==> src/rtl/regfile_pkg.sv <==
// ------------------------------------------------------------------
// regfile_pkg : default sizes, typedefs and write-port priority pick
// Rev 1.0
// ------------------------------------------------------------------
`default_nettype none

package regfile_pkg;

  localparam int DEF_DATA_W = 32;
  localparam int DEF_ADDR_W = 5;
  localparam int DEF_NUM_RD = 2;
  localparam int DEF_NUM_WR = 2;
  localparam int MAX_WR     = 16;

  typedef logic [DEF_ADDR_W-1:0] addr_t;
  typedef logic [DEF_DATA_W-1:0] data_t;

  // Highest set bit wins; returns 0 when nothing is set (caller checks |hit).
  function automatic int wr_sel(input logic [MAX_WR-1:0] hit);
    wr_sel = 0;
    for (int k = 0; k < MAX_WR; k++) begin
      if (hit[k]) wr_sel = k;
    end
  endfunction

endpackage

`default_nettype wire

==> src/rtl/regfile_mp_if.sv <==
// ------------------------------------------------------------------
// regfile_mp_if : write/read/scoreboard bus of the register file
// Rev 1.0
// ------------------------------------------------------------------
`default_nettype none

interface regfile_mp_if #(
  parameter int DATA_W = 32,
  parameter int ADDR_W = 5,
  parameter int NUM_RD = 2,
  parameter int NUM_WR = 2
);

  logic [NUM_WR-1:0]        we;
  logic [NUM_WR*ADDR_W-1:0] wa;
  logic [NUM_WR*DATA_W-1:0] wd;
  logic [NUM_RD*ADDR_W-1:0] ra;
  logic [NUM_RD*DATA_W-1:0] rd;
  logic [NUM_RD-1:0]        rbusy;
  logic                     set_busy;
  logic [ADDR_W-1:0]        set_addr;

  modport master (
    output we, wa, wd, ra, set_busy, set_addr,
    input  rd, rbusy
  );

  modport slave (
    input  we, wa, wd, ra, set_busy, set_addr,
    output rd, rbusy
  );

endinterface

`default_nettype wire

==> src/rtl/regfile_fwd_mux.sv <==
// ------------------------------------------------------------------
// regfile_fwd_mux : one read port with write-to-read bypass
// Rev 1.0
// ------------------------------------------------------------------
`default_nettype none

module regfile_fwd_mux
  import regfile_pkg::*;
#(
  parameter int DATA_W   = DEF_DATA_W,
  parameter int ADDR_W   = DEF_ADDR_W,
  parameter int NUM_WR   = DEF_NUM_WR,
  parameter bit ZERO_REG = 1'b1,
  parameter bit BYPASS   = 1'b1
) (
  input  wire logic                     reset,
  input  wire logic [ADDR_W-1:0]        ra,
  input  wire logic [NUM_WR-1:0]        we,
  input  wire logic [NUM_WR*ADDR_W-1:0] wa,
  input  wire logic [NUM_WR*DATA_W-1:0] wd,
  input  wire logic [DATA_W-1:0]        stored_data,
  input  wire logic                     stored_busy,
  output logic      [DATA_W-1:0]        rd,
  output logic                          rbusy
);

  logic [NUM_WR-1:0] w_hit;
  logic [MAX_WR-1:0] w_hit_ext;
  logic [DATA_W-1:0] w_wd_sel;
  int                w_sel;

  always_comb begin
    for (int k = 0; k < NUM_WR; k++) begin
      w_hit[k] = BYPASS && !reset && we[k] && (wa[k*ADDR_W +: ADDR_W] == ra);
    end
  end

  assign w_hit_ext = MAX_WR'(w_hit);
  assign w_sel     = wr_sel(w_hit_ext);

  always_comb begin
    w_wd_sel = '0;
    for (int k = 0; k < NUM_WR; k++) begin
      if (k == w_sel) w_wd_sel = wd[k*DATA_W +: DATA_W];
    end
  end

  // Entry 0 wins over the bypass: a discarded write must never appear.
  always_comb begin
    rd    = stored_data;
    rbusy = stored_busy;
    if (ZERO_REG && (ra == '0)) begin
      rd    = '0;
      rbusy = 1'b0;
    end else if (|w_hit) begin
      rd    = w_wd_sel;
      rbusy = 1'b0;
    end
  end

endmodule

`default_nettype wire

==> src/rtl/regfile_mp.sv <==
// ------------------------------------------------------------------
// regfile_mp : multi-port register file with busy-bit scoreboard
// Rev 1.0
// ------------------------------------------------------------------
`default_nettype none

module regfile_mp
  import regfile_pkg::*;
#(
  parameter int DATA_W   = DEF_DATA_W,
  parameter int ADDR_W   = DEF_ADDR_W,
  parameter int NUM_RD   = DEF_NUM_RD,
  parameter int NUM_WR   = DEF_NUM_WR,
  parameter bit ZERO_REG = 1'b1,
  parameter bit BYPASS   = 1'b1
) (
  input wire logic    clk,
  input wire logic    reset,
  regfile_mp_if.slave bus
);

  localparam int c_depth = 2**ADDR_W;

  logic [DATA_W-1:0]  r_mem [c_depth];
  logic [c_depth-1:0] r_busy;

  // Ascending port loop: the last non-blocking write to an entry wins,
  // giving the higher-index port priority. The set follows the clears so it wins too.
  always_ff @(posedge clk) begin
    if (reset) begin
      for (int e = 0; e < c_depth; e++) r_mem[e] <= '0;
      r_busy <= '0;
    end else begin
      for (int k = 0; k < NUM_WR; k++) begin
        if (bus.we[k]) begin
          r_busy[bus.wa[k*ADDR_W +: ADDR_W]] <= 1'b0;
          if (!(ZERO_REG && (bus.wa[k*ADDR_W +: ADDR_W] == '0)))
            r_mem[bus.wa[k*ADDR_W +: ADDR_W]] <= bus.wd[k*DATA_W +: DATA_W];
        end
      end
      if (bus.set_busy && !(ZERO_REG && (bus.set_addr == '0)))
        r_busy[bus.set_addr] <= 1'b1;
    end
  end

  generate
    for (genvar j = 0; j < NUM_RD; j++) begin : g_rd
      logic [ADDR_W-1:0] w_ra;
      logic [DATA_W-1:0] w_rd;
      logic              w_rbusy;

      assign w_ra = bus.ra[j*ADDR_W +: ADDR_W];

      regfile_fwd_mux #(
        .DATA_W   (DATA_W),
        .ADDR_W   (ADDR_W),
        .NUM_WR   (NUM_WR),
        .ZERO_REG (ZERO_REG),
        .BYPASS   (BYPASS)
      ) u_fwd (
        .reset       (reset),
        .ra          (w_ra),
        .we          (bus.we),
        .wa          (bus.wa),
        .wd          (bus.wd),
        .stored_data (r_mem[w_ra]),
        .stored_busy (r_busy[w_ra]),
        .rd          (w_rd),
        .rbusy       (w_rbusy)
      );

      assign bus.rd[j*DATA_W +: DATA_W] = w_rd;
      assign bus.rbusy[j]               = w_rbusy;
    end
  endgenerate

endmodule

`default_nettype wire

==> src/flat_wrapper.sv <==
// flat-port wrapper written by rule: the top's interface ports become plain ports
module regfile_mp_flat import regfile_pkg::*;
#(
  parameter int DATA_W   = DEF_DATA_W,
  parameter int ADDR_W   = DEF_ADDR_W,
  parameter int NUM_RD   = DEF_NUM_RD,
  parameter int NUM_WR   = DEF_NUM_WR,
  parameter bit ZERO_REG = 1'b1,
  parameter bit BYPASS   = 1'b1
)
  (clk, reset, bus_we, bus_wa, bus_wd, bus_ra, bus_set_busy, bus_set_addr, bus_rd, bus_rbusy);
  regfile_mp_if #(.DATA_W(DATA_W), .ADDR_W(ADDR_W), .NUM_RD(NUM_RD), .NUM_WR(NUM_WR)) bus_i ();
  input wire logic clk;
  input wire logic reset;
  input wire logic [$bits(bus_i.we)-1:0] bus_we;
  input wire logic [$bits(bus_i.wa)-1:0] bus_wa;
  input wire logic [$bits(bus_i.wd)-1:0] bus_wd;
  input wire logic [$bits(bus_i.ra)-1:0] bus_ra;
  input wire logic [$bits(bus_i.set_busy)-1:0] bus_set_busy;
  input wire logic [$bits(bus_i.set_addr)-1:0] bus_set_addr;
  output wire logic [$bits(bus_i.rd)-1:0] bus_rd;
  output wire logic [$bits(bus_i.rbusy)-1:0] bus_rbusy;
  assign bus_i.we = bus_we;
  assign bus_i.wa = bus_wa;
  assign bus_i.wd = bus_wd;
  assign bus_i.ra = bus_ra;
  assign bus_i.set_busy = bus_set_busy;
  assign bus_i.set_addr = bus_set_addr;
  assign bus_rd = bus_i.rd;
  assign bus_rbusy = bus_i.rbusy;
  regfile_mp #(.DATA_W(DATA_W), .ADDR_W(ADDR_W), .NUM_RD(NUM_RD), .NUM_WR(NUM_WR), .ZERO_REG(ZERO_REG), .BYPASS(BYPASS)) u_core (.clk(clk), .reset(reset), .bus(bus_i));
endmodule
==> config.mk <==
export PLATFORM = sky130hd
export DESIGN_NAME = regfile_mp_flat
export DESIGN_NICKNAME = d
export VERILOG_FILES = /design/src/rtl/regfile_pkg.sv /design/src/rtl/regfile_mp_if.sv /design/src/rtl/regfile_fwd_mux.sv /design/src/rtl/regfile_mp.sv /design/src/flat_wrapper.sv
export SDC_FILE = /design/constraint.sdc
export NUM_CORES = 2
export LEC_CHECK = 0
export CORE_ASPECT_RATIO = 2
export CORE_MARGIN = 5
export CORE_UTILIZATION = 55
export DETAILED_ROUTE_END_ITERATION = 6
export MAX_ROUTING_LAYER = met4
export PLACE_DENSITY_LB_ADDON = 0.12
export SLEW_MARGIN = 20
export SYNTH_ARGS = -nofsm -noshare
export SYNTH_HDL_FRONTEND = slang
export SYNTH_HIERARCHICAL = 1
export SYNTH_SLANG_ARGS = --single-unit
==> constraint.sdc <==
create_clock -name clk -period 5.2 [get_ports clk]
set_input_delay 1.04 -clock clk [delete_from_list [all_inputs] [get_ports clk]]
set_output_delay 1.04 -clock clk [all_outputs]
set_load 0.02 [all_outputs]
Word level (Yosys, flattened, before mapping) --
Memory sizes are Yosys's and may differ from the RTL's. Cells that the tools add are included.
Word-level totals: register bits after elaboration 32, RAM bits 1024, memories kept 1
Operators by class: $lt $le $gt $ge 8, equal/unequal tests 6, multiplexer cells 45, bitwise gates (word level) 5, reductions and logical operators 23
Memories:
- u_core.r_mem | words 32, width 32, rd ports 2, clocked after Yosys merged registers in 0, write ports 32, line regfile_mp.sv:24 | logic [DATA_W-1:0] r_mem [c_depth];
Operator list (count):
- $mux W32 | 15
- $and A32 B32 Y32 | 2
- $eq A2 B32 Y1 const A | 2
- $logic_not A32 Y1 | 2
- $not A32 Y32 | 2
- $reduce_or A32 Y1 | 2
- $or A32 B32 Y32 | 1
- $lt A5 B6 Y1 const B | 5
- $logic_not A5 Y1 | 5
- $mux W1 | 23
- $eq A5 B5 Y1 | 4
- $demux W1 S5 | 3
- $ge A5 B1 Y1 const B | 3
- $bmux W1 S5 | 2
- $logic_and A1 B1 Y1 | 10
- $mux W5 | 2
- $reduce_or A2 Y1 | 2
- $logic_not A1 Y1 | 2

Depth between registers and ports, before layout --
depth after elaboration 13, mapped depth 11, mapped depth without buffers 7

By module --
Netlist, hierarchy kept.
Modules (own cells, without submodules):
- regfile_mp | instances 1, cells each 5152, area an instance 61773.0 um^2, sequential area each 31390.1 um^2
- regfile_fwd_mux | instances 2, cells each 166, area an instance 882.1 um^2, sequential area each 0.0 um^2

Worst setup path before layout --
OpenSTA, ideal clock, no wires.
path kind input -> register, start input port reset, end memory u_core.r_mem[20][0] (enable), arrival 4047 ps, required time 4734 ps, path slack 687 ps, stages 5, buffers on the path 2, cells stage by stage buf_2 nor2_1 nand3_1 buf_2 o21ai_0
RTL lines:
- from (decl) | line flat_wrapper.sv:14 | input wire logic reset;
- to (decl) | line regfile_mp.sv:24

Final worst setup path --
start input port bus_ra[7], end output port bus_rd[47]
On the way: word-level cells in the longest chain between the ends 8
Ends and longest elaborated chain:
- from (decl) | line flat_wrapper.sv:18 | input wire logic [$bits(bus_i.ra)-1:0] bus_ra;
- $eq A5 B5 Y1 | line regfile_fwd_mux.sv:34 | w_hit[k] = BYPASS && !reset && we[k] && (wa[k*ADDR_W +: ADDR_W] == ra);
- $logic_and A1 B1 Y1 | line regfile_fwd_mux.sv:34
- $mux W1 | line regfile_pkg.sv:22 | if (hit[k]) wr_sel = k;
- $logic_not A32 Y1 | line regfile_fwd_mux.sv:44 | if (k == w_sel) w_wd_sel = wd[k*DATA_W +: DATA_W];
- $mux W32 (2 in a row) | line regfile_fwd_mux.sv:44
- $mux W32 | line regfile_fwd_mux.sv:55 | end else if (|w_hit) begin
- $mux W32 * | line regfile_fwd_mux.sv:52 | if (ZERO_REG && (ra == '0)) begin
- to (decl) | line flat_wrapper.sv:21 | output wire logic [$bits(bus_i.rd)-1:0] bus_rd;
Mark *: on every way between the ends. The rest lies on a longest branch, timed or not.

==> reports/results.ini <==
[timing]
max_slew_margin_pct=14.4
finalCritPeriodShare_pct=99.1
hold_violations=0
setup_viol=0
whs_ns=0.496
worst_pin_slew_ns=1.28
drv_slew=0
clock_skew_ns=0
rsz0062_at_grt=no
fmax_mhz=194
setup_ws_ns=0.0462
period_needed_ns=5.15
fin_tns_setup_ns=0

[global_routing]
grt_pass1_wl_um=394000
antenna_found_initial=8
grt-ovfl-total=0
grt_max_degree=69
grt_pass1_vias=55100
grt_util_all_layers_pct=45.7

[setup_path]
path_class=in2out
worstPathRequired_ns=4.16
cp.arrival_ns=4.11
path_max_fanout=18
startpoint_type=input pin
cp-end-kind=primary output

[yosys]
synth_adder_area_share_pct=0
synthArstFlopShare_pct=0
synthSimpleGateAreaFrac_pct=6.51
synth_area_leaders=edfxtp_1, mux2i_1, a22o_1, a22oi_1, clkbuf_1
ys_ff_latch=1056
synth_xor_area_share_pct=0.276
synth_flop_cell=edfxtp_1
synth_compound_area_share_pct=22.1
ys_seq_area_share_pct=49.4
ys_warn_count=6
syn_avg_cell_area_um2=11.6
synth_top_area_cell=edfxtp_1
netlist_area_mm2=0.0635
synth_mux_area_share_pct=16.6
synth_top_family_by_area=compound AO/OA/AOI/OAI gates
synth_top_area_share_pct=48.4
syn_inst=5484
synth_edf_count=1024
synthDistinctLibCells=56

[floorplan]
num_rows=176
core_area_mm2=0.115
dieArea_mm2=0.123
fp.dieW_um=250
start_util_pct=55.3
io_pins=160
die_y_um=491

[drt]
wl_met3_um=35100
wl_met2_um=129000
remaining_drc_errors=0
routed_wl_um=286000
highest-signal-layer=met4
first_iter_violations=8280
routedWlPerCell_um=40.2
m1WireLength_um=88400
vias_per_cell=7.80
num_vias=55400
firstDrtPassIters=7
ant_nets=0

[layout]
final_common_cell=a22o_1
drive_gt1_share_pct=12.9
seq_area_mm2=0.0314
layout_common_cells=a22o_1, mux2i_1, edfxtp_1
syn_to_final_growth_pct=14.2
nets=5585
multi_input_area_mm2=0.0297
fill_cells=9247
instances_no_fill=7104

[clock_tree]
cts_buffer_depth=3
path_clk_slew_ns=0.06
tritoncts=built
cts_root_buf=clkbuf_16
cts_max_level=3
cts.sinks=1056
cts_hold_buf=0
clk_latency_ns=0.74
cts_made_buffers=98

[power_and_ir_drop]
p_leak_nw=27.8
swShare_pct=28.0
peakVddDrop_v=0.000291
seqPwrFrac_pct=47.0
p_clk_share_pct=36.7
switching_power_w=0.00603
p_total_w=0.0215
p_comb_share_pct=16.3
p_int_w=0.0155
powerDensity_mw_per_mm2=296

[run]
maxCapViolations=0

[run_status]
status=finished clean

[placed_design]
dpl_worst_slack_ns=0.138
dp_cells=6901
gp_congestion=1.00
hpwlAfterDp_um=183000
io_buffers=159

[hold_path]
min_path_type=reg2reg

## synthesized netlist by cell type (3+ instances only)
cell type,n
nor2b_1,8
nor3_4,5
inv_1,4
edfxtp_1,1024
nor3_2,28
a22o_1,1124
nor3b_1,6
clkbuf_2,4
buf_12,6
nor2_1,79
nor3_1,69
a221o_1,3
and3_1,6
a21oi_1,198
and2_1,10
buf_4,16
xor2_1,18
buf_2,260
a22oi_1,252
a31oi_1,130
dfxtp_1,32
nand2b_1,9
nand3_1,202
nor2_2,13
and3b_1,4
nor2_4,10
mux2i_1,1056
nand2_1,347
nand3b_1,3
nor4_1,3
buf_1,51
nor2_8,4
o21ai_0,54
o21ai_1,40
clkbuf_1,376
## cells by family after synthesis
| kind of cell | Yosys count |
|---|---|
| AOI/OAI and AO/OA | 1803 |
| muxes | 1056 |
| DFF | 1056 |
| and+or+nand+nor | 829 |
| buffers and inverters | 719 |
| xor gates and xnor gates | 20 |
| other | 1 |
## path summary, 6_finish.rpt
path / slack, ns / depth (start not counted) / end / start
setup reg to reg: 4.36 / 2 / u_core/r_busy[0] / u_core/r_busy[0]
hold reg to reg: 0.50 / 2 / u_core/r_busy[2] / u_core/r_busy[2]
setup / recovery: 0.05 / 11 / bus_rd[47] / bus_ra[7]
hold / removal: 0.50 / 2 / u_core/r_busy[2] / u_core/r_busy[2]
## per-layer routing
metal / vias to the layer above / GRT usage (%)
met1: 26900 / 48.1
met3: 1899 / 13.2
li1: 21700 / -
met4: 0 / 39.7
met5: - / -
met2: 4881 / 69.8
## worst max-delay path, cell delays in order
cell             delay (ns)
clkdlybuf4s50_1        0.76
nor2_4                 0.09
buf_12                 0.18
buf_4                  0.23
a22o_1                 0.23
nor3_1                 0.32
a31oi_1                0.11
nand3_1                0.10
nand2_1                0.06
a31oi_1                0.27
clkdlybuf4s50_1        0.67
## through the flow
step / instance area [µm²] / util [%]
after global placement: 69000 / 60.0
final: 72600 / 63.1
after CTS: 72400 / 63.0
after detailed placement: 69100 / 60.1
after global routing: 72500 / 63.1
after floorplan: 63700 / -
## sequential cells by signal, summed over array words and instances, names as in the netlist
register,cells
u_core/r_mem,1024
u_core/r_busy,32
## repair_timing
| item | 4_1_cts | 5_1_grt |
|---|---|---|
| resized for setup | 0 | 1 |
| buffers inserted | 0 | 2 |
| setup endpoints to repair | 0 | 2 |
## power by group through the flow
stage | registers (W) | logic, W | clock network [W]
after global routing | 0.0101 | 0.00358 | 0.00820
after floorplan | 0.0102 | 0.00188 | 0
final | 0.0101 | 0.00351 | 0.00789
after global placement | 0.0102 | 0.00335 | 0
after CTS | 0.0101 | 0.00338 | 0.00788
after detailed placement | 0.0103 | 0.00337 | 0
## area by class of cell
| class | count | area share, % |
|---|---|---|
| sequential | 1056 | 43.3 |
| multi-input combinational | 3740 | 40.9 |
| timing repair buffer | 591 | 8.42 |
| clock buffer | 110 | 3.50 |
| tap | 1513 | 2.61 |
| clock inverter | 73 | 1.18 |
| antenna | 17 | 0.0586 |
| inverter | 4 | 0.0207 |
No activity file was read; power rests on OpenSTA's default activity.
